==> src/rtl/apb_intercon_rr.sv <==
// apb_intercon_rr: APB interconnect for MASTER_PORTS masters and SLAVE_PORTS slaves, round-robin arbitration, one transfer at a time.
// Optional ACCESS-phase timeout is enabled by defining APB_TIMEOUT_EN.
module apb_intercon_rr #(
  parameter int MASTER_PORTS   = 2,
  parameter int SLAVE_PORTS    = 5,
  parameter int BUS_WIDTH      = 16,
  parameter int SEL_HI         = 15,
  parameter int SEL_LO         = 12,
  parameter int TIMEOUT_CYCLES = 255
) (
  input  logic                              clk,
  input  logic                              reset,
  input  logic [MASTER_PORTS*BUS_WIDTH-1:0] S_PADDR,
  input  logic [MASTER_PORTS-1:0]           S_PWRITE,
  input  logic [MASTER_PORTS-1:0]           S_PSELx,
  input  logic [MASTER_PORTS-1:0]           S_PENABLE,
  input  logic [MASTER_PORTS*BUS_WIDTH-1:0] S_PWDATA,
  output logic [MASTER_PORTS*BUS_WIDTH-1:0] S_PRDATA,
  output logic [MASTER_PORTS-1:0]           S_PREADY,
  output logic [MASTER_PORTS-1:0]           S_PSLVERR,
  output logic [BUS_WIDTH-1:0]              M_PADDR,
  output logic                              M_PWRITE,
  output logic [SLAVE_PORTS-1:0]            M_PSELx,
  output logic                              M_PENABLE,
  output logic [BUS_WIDTH-1:0]              M_PWDATA,
  input  logic [SLAVE_PORTS*BUS_WIDTH-1:0]  M_PRDATA,
  input  logic [SLAVE_PORTS-1:0]            M_PREADY
);
  localparam int GW = (MASTER_PORTS > 1) ? $clog2(MASTER_PORTS) : 1;
  localparam int SW = SEL_HI - SEL_LO + 1;

  localparam logic [1:0] IDLE   = 2'd0;
  localparam logic [1:0] SETUP  = 2'd1;
  localparam logic [1:0] ACCESS = 2'd2;
  localparam logic [1:0] DONE   = 2'd3;

  logic [1:0]                        state;
  logic [GW-1:0]                     grant, last_grant, next_grant;
  logic [SW-1:0]                     idx, req_sel;
  logic [BUS_WIDTH-1:0]              addr, wdata, req_addr, sel_rdata;
  logic                              write, error, req_any, sel_rdy;
  logic [MASTER_PORTS*BUS_WIDTH-1:0] prdata;

`ifdef APB_TIMEOUT_EN
  localparam int CW = $clog2(TIMEOUT_CYCLES + 1);
  logic [CW-1:0] cnt;
`else
  localparam int unused_timeout = TIMEOUT_CYCLES;
`endif

  // Enable from the masters carries no information the arbiter needs.
  logic unused_penable;
  assign unused_penable = ^S_PENABLE;

  function automatic int rr_pick(input int base, input int k);
    return (base + k >= MASTER_PORTS) ? base + k - MASTER_PORTS : base + k;
  endfunction

  // Walk downward so the closest requester after last_grant is the last writer.
  always_comb begin
    req_any    = 1'b0;
    next_grant = last_grant;
    for (int k = MASTER_PORTS; k >= 1; k--) begin
      if (S_PSELx[rr_pick(int'(last_grant), k)]) begin
        req_any    = 1'b1;
        next_grant = GW'(rr_pick(int'(last_grant), k));
      end
    end
  end

  assign req_addr = S_PADDR[int'(next_grant)*BUS_WIDTH +: BUS_WIDTH];
  assign req_sel  = req_addr[SEL_HI:SEL_LO];

  always_comb begin
    sel_rdy   = 1'b0;
    sel_rdata = '0;
    for (int s = 0; s < SLAVE_PORTS; s++) begin
      if (idx == SW'(s)) begin
        sel_rdy   = M_PREADY[s];
        sel_rdata = M_PRDATA[s*BUS_WIDTH +: BUS_WIDTH];
      end
    end
  end

  always_ff @(posedge clk or posedge reset) begin
    if (reset) begin
      state      <= IDLE;
      grant      <= '0;
      last_grant <= GW'(MASTER_PORTS - 1);
      idx        <= '0;
      addr       <= '0;
      wdata      <= '0;
      write      <= 1'b0;
      error      <= 1'b0;
      prdata     <= '0;
`ifdef APB_TIMEOUT_EN
      cnt        <= '0;
`endif
    end else begin
      case (state)
        IDLE: begin
          if (req_any) begin
            grant      <= next_grant;
            last_grant <= next_grant;
            addr       <= req_addr;
            write      <= S_PWRITE[next_grant];
            wdata      <= S_PWDATA[int'(next_grant)*BUS_WIDTH +: BUS_WIDTH];
            idx        <= req_sel;
            if (int'(req_sel) < SLAVE_PORTS) begin
              state <= SETUP;
              error <= 1'b0;
            end else begin
              state <= DONE;
              error <= 1'b1;
              prdata[int'(next_grant)*BUS_WIDTH +: BUS_WIDTH] <= '0;
            end
          end
        end
        SETUP: begin
          state <= ACCESS;
`ifdef APB_TIMEOUT_EN
          cnt   <= '0;
`endif
        end
        ACCESS: begin
          if (sel_rdy) begin
            state <= DONE;
            error <= 1'b0;
            prdata[int'(grant)*BUS_WIDTH +: BUS_WIDTH] <= write ? '0 : sel_rdata;
          end
`ifdef APB_TIMEOUT_EN
          else if (cnt == CW'(TIMEOUT_CYCLES - 1)) begin
            state <= DONE;
            error <= 1'b1;
            prdata[int'(grant)*BUS_WIDTH +: BUS_WIDTH] <= '0;
          end else begin
            cnt <= cnt + 1'b1;
          end
`endif
        end
        DONE:    state <= IDLE;
        default: state <= IDLE;
      endcase
    end
  end

  always_comb begin
    M_PSELx   = '0;
    S_PREADY  = '0;
    S_PSLVERR = '0;
    for (int s = 0; s < SLAVE_PORTS; s++) begin
      M_PSELx[s] = ((state == SETUP) || (state == ACCESS)) && (idx == SW'(s));
    end
    for (int m = 0; m < MASTER_PORTS; m++) begin
      S_PREADY[m]  = (state == DONE) && (grant == GW'(m));
      S_PSLVERR[m] = (state == DONE) && (grant == GW'(m)) && error;
    end
  end

  assign M_PENABLE = (state == ACCESS);
  assign M_PADDR   = addr;
  assign M_PWRITE  = write;
  assign M_PWDATA  = wdata;
  assign S_PRDATA  = prdata;
endmodule
==> config.mk <==
export PLATFORM = sky130hd
export DESIGN_NAME = apb_intercon_rr
export DESIGN_NICKNAME = d
export VERILOG_FILES = /design/src/rtl/apb_intercon_rr.sv
export SDC_FILE = /design/constraint.sdc
export NUM_CORES = 1
export LEC_CHECK = 0
export CAP_MARGIN = 5
export CELL_PAD_IN_SITES_DETAIL_PLACEMENT = 0
export CELL_PAD_IN_SITES_GLOBAL_PLACEMENT = 1
export CORE_MARGIN = 2
export CORE_UTILIZATION = 28
export DETAILED_ROUTE_END_ITERATION = 10
export MAX_ROUTING_LAYER = met4
export PLACE_DENSITY = 0.88
export SETUP_SLACK_MARGIN = 0.15
export SLEW_MARGIN = 20
export SYNTH_ARGS = -nofsm -noshare
export SYNTH_HDL_FRONTEND = slang
export SYNTH_SLANG_ARGS = --single-unit
export TNS_END_PERCENT = 50
==> constraint.sdc <==
create_clock -name clk -period 2.67 [get_ports clk]
set_input_delay 0.534 -clock clk [delete_from_list [all_inputs] [get_ports clk]]
set_output_delay 0.534 -clock clk [all_outputs]
set_load 0.05 [all_outputs]
==> summary.txt <==
Placed design
  • IO Port Bufs: 229
  • Placed cell areas: 6615 um2
  • Detailed Place HPWL: 12.04 mm
  • Gp weighted congestion: 0.8887

Critical path
  • Crit-path max cell delay: 800 ps
  • CP Capture Type: output port
  • Setup CP Type: flip-flop to output port
  • Reg2reg path depth: 6
  • Data arrival time of the critical path: 1900 ps
  • Critical Path Start: state[1]
  • Max FO, Critical Path: 4
  • Req. time, crit path: 2140 ps
  • Worst r2r src: idx[0]
  • WP buf/inv: 1
  • Startpoint Class: flip-flop
  • CP Cell Sequence: ha_1, nand2_1, nor2_1, clkdlybuf4s50_1
  • Setup slack, reg-to-reg: 430 ps
  • Crit path max-delay family: buffers and inverters
  • Slowest CP cell: clkdlybuf4s50_1
  • RR Endpoint: S_PRDATA[15]

Clocking
  • Sink Count: 70
  • CTS tree: yes
  • Clk_lat worst skew: 330 ps
  • Setup Buffers After CTS: 0
  • Worst-path clk slew: 60 ps
  • CTS root buffer: clkbuf_16
  • Clock Tree Buf Depth: 2
  • H-tree levels: 3
  • Inserted Clock Buffers: 9

Die
  • DIE HEIGHT: 124.5 um
  • Die Wd: 124.5 um
  • Die area: 15500 um2
  • Boundary pin count: 232
  • Num rows: 44
  • Core Region: 14370 um2
  • Starting Density: 0.2830

Worst hold path
  • Hold wc startpoint: M_PADDR[0]
  • WHS Path Cells: 2
  • WHS Endpoint: M_PADDR[0]
  • Hold/Removal Path Class: flip-flop to flip-flop

Power
  • Psw: 4.308 mW
  • Worst IR drop on VDD: 0.0007565 V
  • Sequential Power Share: 0.217
  • Sw Share: 0.4942
  • Logic gate share of total power: 0.632
  • Static Leak: 2.971 nW
  • Cell-internal power: 4.409 mW
  • Pwr dens: 1256 nW/um2
  • Clock power frac: 0.151

GRT
  • Antenna violations before repair: 0
  • Maximum number of pins on one net before global-route repair: 71
  • First-pass GRT wire length: 23.92 mm
  • Vias in the first global route: 4347
  • Tot GR Track Use: 0.2039
  • Global route total overflow: 0

Cells and area
  • Final Instance Area: 6942 um2
  • Fillers: 1297
  • Synth-to-Final Area Change: 70.71%
  • Antenna cells: 0
  • Most frequent cells in the layout: clkdlybuf4s50_1 (218), dfrtp_1 (65), o21ai_0 (50)
  • Most common cell after layout, fill and taps aside: clkdlybuf4s50_1
  • Share of layout cells above drive strength 1: 0.1176
  • Layout Nets: 803

Yosys
  • Syn_area_per_cell: 9.752 um2
  • Post-synthesis sequential area ratio: 0.4311
  • Synth Instances: 417
  • Post-synth design cell area: 4066 um2
  • Ys flop type: dfrtp_1
  • Yosys warning total: 0
  • Seq cells post-synth: 70
  • Post-synth ARST share: 1.000
  • Distinct cells, synth: 50
  • Post-synth net total: 578
  • Post-synth EDFFs: 0

Drt
  • 1st-iter DRT viols: 238
  • Number of routed nets with antenna violations: 0
  • Drt pass-1 iters: 4
  • Final wirelength: 15.27 mm
  • Via count: 4172
  • DR WL/cell: 18.40 um
  • DRC: 0
  • Detail-routed via count per cell: 5.027

STA
  • Worst setup skew after layout: 3.433 ps
  • Slew Limit Fails: 0
  • RSZ-0062 raised after global routing: yes
  • Setup tns final: 0 ps
  • Tightest Pin Transition: 632.5 ps
  • Final min period: 2433 ps
  • Fmax: 411.0 MHz
  • Final period util: 0.9113
  • Final Hold Fails: 0
  • Finish-stage setup viols: 0
  • Slew headroom: 0.5770

Flow run
  • Max_cap viols: 0

Run status
  • Status: completed
[registers in the layout (all words and copies together), names as in the netlist]
signal	count
M_PWRITE	1
state	2
M_PWDATA	16
idx	4
last_grant	1
M_PADDR	12
error	1
S_PRDATA	32
grant	1
[Yosys cell counts (2+ instances only)]
master / n / area [um2]
dfrtp_1: 69 / 1727
o21ai_0: 50 / 250.2
nand2_1: 47 / 176.4
mux2i_1: 39 / 390.4
nor2_1: 31 / 116.4
a22o_1: 23 / 201.4
a22oi_1: 16 / 120.1
mux2_2: 15 / 168.9
clkbuf_1: 13 / 48.80
o22ai_1: 11 / 68.82
a21oi_1: 9 / 45.04
nor4_1: 9 / 56.30
buf_2: 8 / 40.04
inv_1: 7 / 26.28
buf_6: 6 / 67.56
nor3_1: 6 / 30.03
nor2b_1: 5 / 31.28
ha_1: 4 / 50.05
and2_1: 3 / 18.77
and3_1: 3 / 18.77
mux2_4: 3 / 45.04
nor3b_1: 3 / 22.52
nor4bb_1: 3 / 30.03
o22a_1: 3 / 26.28
buf_1: 2 / 7.510
nand3b_1: 2 / 15.01
o21a_1: 2 / 15.01
o21ai_1: 2 / 10.01
o31ai_2: 2 / 25.02
[metrics by stage]
| step | utilization | total power [mW] | hold slack [ps] | setup slack, ps | std cells |
|---|---|---|---|---|---|
| global placement | 0.4604 | 7.349 | 461.1 | 164.9 | 815 |
| finish | 0.4831 | 8.717 | 477.7 | 236.9 | 830 |
| detailed placement | 0.4604 | 7.446 | 469.7 | 117.6 | 815 |
| floorplan | - | 5.516 | 465.6 | 126.2 | 417 |
| global route | 0.4831 | 9.249 | 502.6 | 127.6 | 830 |
| CTS | 0.4826 | 8.787 | 482.2 | 180.1 | 830 |
[what timing repair did]
action / in CTS / in global routing
setup endpoints to repair: 1 / 13
pin swaps: 0 / 0
resized for setup: 1 / 5
hold buffers: 0 / 0
[how the worst max path moves through the flow]
stage,to,cells after the start
after floorplan,S_PRDATA[7],8
after CTS,S_PSLVERR[1],4
final,S_PSLVERR[0],4
after global placement,S_PRDATA[9],7
after global routing,S_PSLVERR[0],4
after detailed placement,S_PRDATA[11],7
[cell families after synthesis]
logic type / after synthesis / share of synthesized area
buf+inv: 38 / 0.04954
mux: 57 / 0.1486
simple gates: 121 / 0.1465
compound gates: 127 / 0.2120
flops: 70 / 0.4311
fa+ha+maj: 4 / 0.01231
[final cells by class]
type,count,area (um2),area share
clock buffer,10,239.0,0.03443
multi-input combinational,309,2145,0.3089
timing repair buffer,244,2459,0.3542
sequential,70,1758,0.2532
inverter,8,30.03,0.004326
tap,184,230.2,0.03317
clock inverter,5,81.33,0.01172
[power groups by stage]
stage | Combinational [mW] | Sequential, mW | Clock (mW)
after floorplan | 2.40 | 3.11 | 0
after global placement | 5.47 | 1.88 | 0
after detailed placement | 5.56 | 1.89 | 0
after CTS | 5.56 | 1.89 | 1.34
after global routing | 5.89 | 1.96 | 1.40
final | 5.51 | 1.89 | 1.32
[metal layers]
layer / vias up / wire [um] / track usage
met3: 15 / 1385 / 0.07302
li1: 1984 / - / -
met2: 196 / 7519 / 0.3443
met5: - / 0 / -
met1: 1977 / 6137 / 0.2308
met4: 0 / 229 / 0.05089
[worst register-to-register path: stages (launching register included)]
cell       delay [ps]
dfrtp_2           550
buf_4             270
nand3b_1          410
a21o_1            400
a22oi_1           280
nand2_1           100
o2bb2ai_1         150
Power figures use the tool's default switching activity.
